File: src/rtl/big_mux_pkg.sv
// Shared lane geometry and types for the 256-lane write demux and its clear sequencer.
package big_mux_pkg;
    localparam int LANES = 256;
    localparam int WIDTH = 4;
    localparam int SEL_W = $clog2(LANES);

    typedef enum logic {IDLE, CLEAR} demux_state_t;
    typedef logic [WIDTH-1:0] lane_t;
    typedef logic [SEL_W-1:0] sel_t;
endpackage

File: src/rtl/big_demux_clr_ctr.sv
// Clear sequencer: walks one lane index per cycle while CLEAR, pulses clr_done on exit.
// busy is high for exactly LANES cycles; clr_start is ignored while already clearing.
module big_demux_clr_ctr
    import big_mux_pkg::*;
(
    input  logic clk,
    input  logic reset,
    input  logic clr_start,
    output logic busy,
    output logic clr_done,
    output logic clr_en,
    output sel_t clr_idx
);

    demux_state_t state, state_nxt;
    sel_t         cnt, cnt_nxt;
    logic         clr_done_nxt;

    always_ff @(posedge clk) begin
        if (reset) begin
            state    <= IDLE;
            cnt      <= '0;
            clr_done <= 1'b0;
        end else begin
            state    <= state_nxt;
            cnt      <= cnt_nxt;
            clr_done <= clr_done_nxt;
        end
    end

    always_comb begin
        state_nxt    = state;
        cnt_nxt      = cnt;
        clr_done_nxt = 1'b0;
        case (state)
            IDLE: begin
                if (clr_start) begin
                    state_nxt = CLEAR;
                    cnt_nxt   = '0;
                end
            end
            CLEAR: begin
                // The edge that zeroes the last lane is also the exit edge.
                if (cnt == sel_t'(LANES - 1)) begin
                    state_nxt    = IDLE;
                    cnt_nxt      = '0;
                    clr_done_nxt = 1'b1;
                end else begin
                    cnt_nxt = cnt + 1'b1;
                end
            end
            default: begin
                state_nxt = IDLE;
                cnt_nxt   = '0;
            end
        endcase
    end

    always_comb begin
        busy    = (state == CLEAR);
        clr_en  = (state == CLEAR);
        clr_idx = cnt;
    end

endmodule

File: src/rtl/big_1_demux_4bit_reg.sv
// Scatters a 4-bit write into one lane of a 1024-bit registered bank; 1-cycle write latency, sequenced clear.
// Writes are refused (in_ready=0) during reset and clear. LANE_MASK_EN adds the lane_written tracking port.
module big_1_demux_4bit_reg
    import big_mux_pkg::*;
(
    input  logic                   clk,
    input  logic                   reset,
    input  logic                   in_valid,
    output logic                   in_ready,
    input  logic [SEL_W-1:0]       sel,
    input  logic [WIDTH-1:0]       in,
    input  logic                   clr_start,
    output logic                   busy,
    output logic                   clr_done,
    output logic [LANES*WIDTH-1:0] out
`ifdef LANE_MASK_EN
    ,
    output logic [LANES-1:0]       lane_written
`endif
);

    lane_t [LANES-1:0] bank;
    logic              wr_en;
    logic              clr_en;
    sel_t              clr_idx;

    big_demux_clr_ctr u_clr_ctr (
        .clk       (clk),
        .reset     (reset),
        .clr_start (clr_start),
        .busy      (busy),
        .clr_done  (clr_done),
        .clr_en    (clr_en),
        .clr_idx   (clr_idx)
    );

    assign in_ready = !reset && !busy;
    assign wr_en    = in_valid && in_ready;
    assign out      = bank;

    // A write and a clear step never share an edge: in_ready is low throughout CLEAR.
    always_ff @(posedge clk) begin
        if (reset) begin
            bank <= '0;
        end else begin
            if (wr_en)
                bank[sel] <= in;
            if (clr_en)
                bank[clr_idx] <= '0;
        end
    end

`ifdef LANE_MASK_EN
    always_ff @(posedge clk) begin
        if (reset) begin
            lane_written <= '0;
        end else begin
            if (wr_en)
                lane_written[sel] <= 1'b1;
            if (clr_en)
                lane_written[clr_idx] <= 1'b0;
        end
    end
`endif

endmodule

File: config.mk
export PLATFORM = sky130hd
export DESIGN_NAME = big_1_demux_4bit_reg
export DESIGN_NICKNAME = d
export VERILOG_FILES = /design/src/rtl/big_mux_pkg.sv /design/src/rtl/big_demux_clr_ctr.sv /design/src/rtl/big_1_demux_4bit_reg.sv
export SDC_FILE = /design/constraint.sdc
export NUM_CORES = 2
export LEC_CHECK = 0
export ABC_CLOCK_PERIOD_IN_PS = 2280
export BUFFER_PORTS_ARGS = -buffer_cell sky130_fd_sc_hd__buf_4
export CAP_MARGIN = 10
export CELL_PAD_IN_SITES_DETAIL_PLACEMENT = 1
export CELL_PAD_IN_SITES_GLOBAL_PLACEMENT = 1
export CORE_AREA = 2 2 406 408
export CTS_BUF_LIST = sky130_fd_sc_hd__clkbuf_4 sky130_fd_sc_hd__clkbuf_8
export DETAILED_ROUTE_END_ITERATION = 12
export DIE_AREA = 0 0 408 410
export GPL_TIMING_DRIVEN = 0
export PLACE_DENSITY = 0.56
export SLEW_MARGIN = 5
export SYNTH_ARGS = -nofsm -noshare
export SYNTH_HDL_FRONTEND = slang
export SYNTH_HIERARCHICAL = 1
export SYNTH_SLANG_ARGS = --single-unit
File: constraint.sdc
create_clock -name clk -period 2.28 [get_ports clk]
set_clock_uncertainty 0.05 [all_clocks]
set_input_delay 0.114 -clock clk [delete_from_list [all_inputs] [get_ports clk]]
set_output_delay 0.114 -clock clk [all_outputs]
set_load 0.05 [all_outputs]
---- Yosys cells after proc, flatten, opt, wreduce, memory -nomap -nowiden ----
Index checks and enable logic that the tools add are counted.
word-level totals
  register bits ........................... 1,034
  bits in latches ......................... 0
  bits in writable memories ............... 0
  memory bits (read-only) ................. 0
  input bits .............................. 16
  output and inout bits ................... 1,027
  logic and storage cells ................. 291
  memories kept ........................... 0
cells by class
  add/sub/neg operators ................... 1
  $mul .................................... 0
  div/mod/pow operators ................... 0
  order comparisons ....................... 4
  eq/ne operators ......................... 2
  shift operators ......................... 0
  muxes and demuxes ....................... 15
  bitwise operators ....................... 3
  reductions and logical operators ........ 7
operators with widths
  kind                                                                count
  2-to-1 mux 1024 bit                                                 3
  bitwise AND 1024 bit                                                1
  bitwise mux 1024 bit                                                1
  inverter 1024 bit                                                   1
  demux 4 bit (select 8 bit)                                          2
  less-than comparator 8 x 9 -> 1 bit (second input constant)         2
  greater-or-equal comparator 8 x 1 -> 1 bit (second input constant)  2
  2-to-1 mux 8 bit                                                    2
  one-hot mux 8 bit (2 select lines)                                  1
  adder 8 x 1 -> 8 bit (second input constant)                        1
  equality test 8 bit (second input constant)                         1
  2-to-1 mux 4 bit                                                    2
  logical AND 1 bit                                                   4
  2-to-1 mux 1 bit                                                    3
  zero test 1 bit                                                     2
  inequality test 2 bit (second input constant)                       1
  one-hot mux 1 bit (2 select lines)                                  1
  OR reduction 2 bit                                                  1
  inverter 1 bit                                                      1

---- Logic depth before layout (Yosys ltp) ----
  depth after elaboration ................. 9
  depth in mapped cells ................... 7
  mapped depth without buffers ............ 5

---- By module ----
Netlist, hierarchy kept.
modules (own cells, without submodules)
  module                times used  cells each  area an instance (um^2)  seq. area each (um^2)
  big_1_demux_4bit_reg  1           4,001       42,253.0                 20,499.7
  big_demux_clr_ctr     1           56          499.2                    200.2

---- Worst setup path before layout ----
Ideal clock, no wire load.
  path type ............................... register to register
  from .................................... reg u_clr_ctr.state (netlist: u_clr_ctr/busy)
  to ...................................... reg bank (netlist bit out[144])
  library setup time ...................... 0.116 ns
  arrival ................................. 2.161 ns
  required time ........................... 2.114 ns
  slack ................................... -0.046 ns
  stages on the path, launching flop included .. 7
  buffers on the path ..................... 2
  clock period less this slack ............ 2.326 ns
  path through ............................ dfxtp_1 buf_4 clkbuf_1 nand3b_1 nor3_1 a21o_1 nor2_1
between the ends
  cells in the longest elaborated chain, start to end .. 7
RTL lines
  what                            line                        source
  start, declared                 big_demux_clr_ctr.sv:15     demux_state_t state, state_nxt;
  start signal, assigned          big_demux_clr_ctr.sv:25     state <= state_nxt;
  zero test 1 bit                 big_1_demux_4bit_reg.sv:37  assign in_ready = !reset && !busy;
  logical AND 1 bit               big_1_demux_4bit_reg.sv:37
  logical AND 1 bit               big_1_demux_4bit_reg.sv:38  assign wr_en = in_valid && in_ready;
  2-to-1 mux 1024 bit             big_1_demux_4bit_reg.sv:46  if (wr_en)
  2-to-1 mux 1024 bit             big_1_demux_4bit_reg.sv:43  if (reset) begin
  bitwise AND 1024 bit (no line)  -
  2-to-1 mux 1024 bit *           big_1_demux_4bit_reg.sv:48  if (clr_en)
  end signal, assigned by index   big_1_demux_4bit_reg.sv:47  bank[sel] <= in;
  end, declared                   big_1_demux_4bit_reg.sv:22  lane_t [LANES-1:0] bank;
Every way passes the cells marked *; elsewhere a longest branch is shown, timed or not. The select of a mux whose other input is x is not followed.
A chain may end at the register's enable or synchronous reset.

---- Final worst setup path ----
  from .................................... in sel[4]
  to ...................................... reg bank (netlist bit out[220])
between the ends
  cells in the longest elaborated chain, start to end .. 9
  elaborated cells on any way between the ends .. 10
  classes of those cells .................. order compare: 2; mux: 6; bitwise: 1; reduce/logical: 1
RTL lines
  what                                                                                                                            line                        source
  start, declared                                                                                                                 big_1_demux_4bit_reg.sv:10  input logic [SEL_W-1:0] sel,
  less-than comparator 8 x 9 -> 1 bit (implied by the code) / greater-or-equal comparator 8 x 1 -> 1 bit (equally long branches)  big_1_demux_4bit_reg.sv:47
  logical AND 1 bit (implied by the code)                                                                                         big_1_demux_4bit_reg.sv:47
  2-to-1 mux 4 bit (implied by the code)                                                                                          big_1_demux_4bit_reg.sv:47
  demux 4 bit (select 8 bit) *                                                                                                    big_1_demux_4bit_reg.sv:47
  bitwise mux 1024 bit *                                                                                                          big_1_demux_4bit_reg.sv:47
  2-to-1 mux 1024 bit *                                                                                                           big_1_demux_4bit_reg.sv:46
  2-to-1 mux 1024 bit *                                                                                                           big_1_demux_4bit_reg.sv:43
  bitwise AND 1024 bit (no line)                                                                                                  -
  2-to-1 mux 1024 bit *                                                                                                           big_1_demux_4bit_reg.sv:48
Marked as above.

==> metrics.txt <==
cell taking the most area after synthesis dfxtp_1; post-route cell area 0.06006 mm²; final hold violations 0; switch share 26.58%; GR Util All Layers 27.19%; path depth of the worst reg2reg path 6; initial antenna violation count 20; die width 408 µm; Max Clk Rate 424.0 MHz; Die ar. 0.1673 mm²; DRT Pass-1 Iters 5; vias post-DR 37,780; grt ovf 0; Slowest Stage Delay on Critical Path 1.10 ns; final setup fails 7; Peak VDD IR 0.6075 mV; global routing usage on met2 46.19%; CP startpoint kind primary input; most frequent cells in the layout 1,170 x buf_4, 1,032 x nor2_1, 1,032 x dfxtp_1; vias in the first global route 38,110; hold depth 7; GR peak layer met2; GR Util met1 33.15%; worst-path fanout max 10; Tot Pwr 40.61 mW; boundary pin count 1,043; critical path class in2reg; area of the core 0.1635 mm²; clk_lat worst skew 0.97 ns; TritonCTS Buffers 190; Fill cells 18,480; Placed Instance Area 0.05372 mm²; IO buf count 1,037; syn nets 4,074; fin crit period 2.358 ns; Root Driver clkbuf_8; Yosys Warn Count 6; reg2reg setup slack -0.05 ns; remaining antenna violation count 0; Finished Core Util 36.74%; Top FF cell, synth dfxtp_1; setup ws final -0.07837 ns; Mapped Area 0.04275 mm²; GR Util met3 6.851%; nets@finish 5,463; P_sw 10.80 mW; Worst Hold Class in2reg; LEAKAGE 27.95 nW; combinational fraction of design power 6.1%; crit path buf inv count 4; crit-path most repeated cell clkbuf_1; Synth Register Bits 1,034; worst hold slack 0.05433 ns; Internal 29.82 mW; Reg-to-Reg Start u_clr_ctr/busy$_SDFF_PP0_; Cell Chain, Critical Path buf_4 > buf_2 > clkbuf_1 > nor4bb_1 > clkbuf_1 > nand4_1 > mux2i_1 > nor2_1; multi-input combinational cell area 0.02147 mm²; Synth async-reset ratio 0%; Post-synth EDFFs 0; largest net degree at the start of global routing 17; Least-Margin Pin Slew 1.374 ns; Place WS -1.589 ns; global-route wire length before repair 319,600 µm; CP max-delay cell nor4bb_1; clock power share 49.3%; final worst-path cycle share 103.4%; violated checks negative setup slack; Initial DRC Count 2,043; most common cell after layout, fill and taps aside buf_4; Worst-path clk slew 0.06 ns; total power per unit cell area 676.2 mW/mm²; drt wl/cell 30.37 µm; CP arrival 3.18 ns; final number of max-transition violations 0; sequential standard cell area 0.02070 mm²; critical path required time 3.10 ns; CTS sink cnt 1,034; Worst Hold End out[252]$_SDFF_PP0_; fraction of layout cells with a size suffix above 1 34.10%; Synth Area per Inst 10.54 µm²; Via density 4.839; Clock Tree Buf Depth 3; Reg-to-Reg End out[921]$_SDFF_PP0_; sequential fraction of the synthesis area 48.42%; TritonCTS clock tree yes; Rel. slew slack 8.369%; RSZ-0062 raised after global routing yes; gpl congestion 0.8447; post-synth top area share 48.42%; Area growth, synth to finish 40.49%; num rows 149; CP Capture Type register; hpwl dp 184,400 µm; WL final 237,100 µm; family with the most delay on the worst path simple AND/OR/NAND/NOR gates; number of distinct library cells after synthesis 55; DRC Markers 0; main area contributors after synthesis dfxtp_1 48%, mux2i_1 24%, nor2_1 9.2%, nor4_4 6.3%, a21o_1 3.0%; Synth Instances 4,057; hold path start sel[0]; Die H 410 µm; initial core utilization 26.15%; H-tree depth 4; status complete, but fails checks; sequential share of power 44.6%; MaxCap Viol Count 0
[worst max path at each step]
stage / start / endpoint / slack, ns / depth (start not counted)
floorplan: u_clr_ctr/busy$_SDFF_PP0_ / out[448]$_SDFF_PP0_ / 0.03 / 6
global placement: u_clr_ctr/clr_idx[4]$_SDFFE_PP0P_ / out[25]$_SDFF_PP0_ / -2.56 / 5
detailed placement: u_clr_ctr/clr_idx[0]$_SDFFE_PP0P_ / out[999]$_SDFF_PP0_ / -1.59 / 6
CTS: u_clr_ctr/clr_idx[7]$_SDFFE_PP0P_ / out[344]$_SDFF_PP0_ / -0.03 / 5
global route: u_clr_ctr/busy$_SDFF_PP0_ / out[922]$_SDFF_PP0_ / -0.1 / 6
finish: sel[4] / out[220]$_SDFF_PP0_ / -0.08 / 8
[tightest hold or removal path, cell delays in order]
cell      delay, ns
buf_4          0.15
and2_1         0.14
clkbuf_1       0.20
nand4_1        0.15
buf_4          0.16
mux2i_1        0.07
nor2_1         0.08
[metal layers]
layer | vias to the layer above | part of all wire [%] | wire [µm]
met3 | 336 | 6.4 | 15230
met1 | 19240 | 42 | 99060
met5 | - | 0.0097 | 23
li1 | 16980 | - | -
met4 | 4 | 3.8 | 8947
met2 | 1212 | 48 | 113800
[power groups by stage]
stage               clock (mW)  combinational (mW)  sequential (mW)
floorplan                    0                1.21             18.5
global placement             0                2.33             18.5
detailed placement           0                2.35             18.5
CTS                       20.5                2.48             18.1
global route              21.3                2.58             18.1
finish                    20.0                2.49             18.1
[cell usage after synthesis, types with 5 or more instances]
cell       instances
a21oi_1            7
nand4bb_1          7
nor2_1          1044
nor4bb_1           7
a21o_1           172
nand3b_1           6
nor3_1            15
buf_6              5
dfxtp_1         1034
nor4_4           126
buf_2             41
mux2i_1         1024
nand4_1          130
buf_1             34
buf_4              5
clkbuf_1         203
nand2_1           12
and3_1             6
nand3_1           16
o21bai_1          80
buf_12             7
nand2b_1          10
nor2b_1            8
[cells by family (layout without fill, tap and decap cells)]
family                   count (synthesis)  in the layout  share of synthesized area (%)
flip-flops                            1034           1034                          48.42
AND/OR/NAND/NOR                       1425           1425                          19.63
other                                    0             20                              0
XOR/XNOR                                 1              1                        0.02049
buffers and inverters                  299           1840                          3.152
multiplexers                          1024           1024                          23.97
AO/OA/AOI/OAI                          273            273                          4.773
adder cells (fa/ha/maj)                  1              1                        0.02926
[cell type report]
| type | instances | area share (%) |
|---|---|---|
| inverters | 1 | 0.006250 |
| clock inverters | 40 | 0.8020 |
| multi-input cells | 2724 | 35.74 |
| flip-flops and latches | 1034 | 34.47 |
| repair buffers | 1206 | 15.55 |
| diodes | 20 | 0.08333 |
| plain buffers | 289 | 2.514 |
| clock buffers | 304 | 6.268 |
| well taps | 2189 | 4.560 |
[flip-flops by register name, summed over array words and instances (netlist names)]
register	cells
out	1024
u_clr_ctr/clr_idx	8
u_clr_ctr/busy	1
u_clr_ctr/clr_done	1
[through the flow]
step                      setup TNS, ns  cells
after global routing             -1.298   7791
after global placement         -1256.21   7283
final                           -0.3444   7807
after CTS                       -0.1378   7714
after detailed placement        -930.64   7309
after floorplan                       0   4057
[what timing repair did]
action                                  4_1_cts  5_1_grt
endpoints found under the setup margin     1025      669
hold endpoints to repair                    235        0
hold buffers                                 29        0
gates resized for setup                     219       31
buffers inserted                             41       72
pin swaps                                    70       65
(Power assumes the default switching activity.)
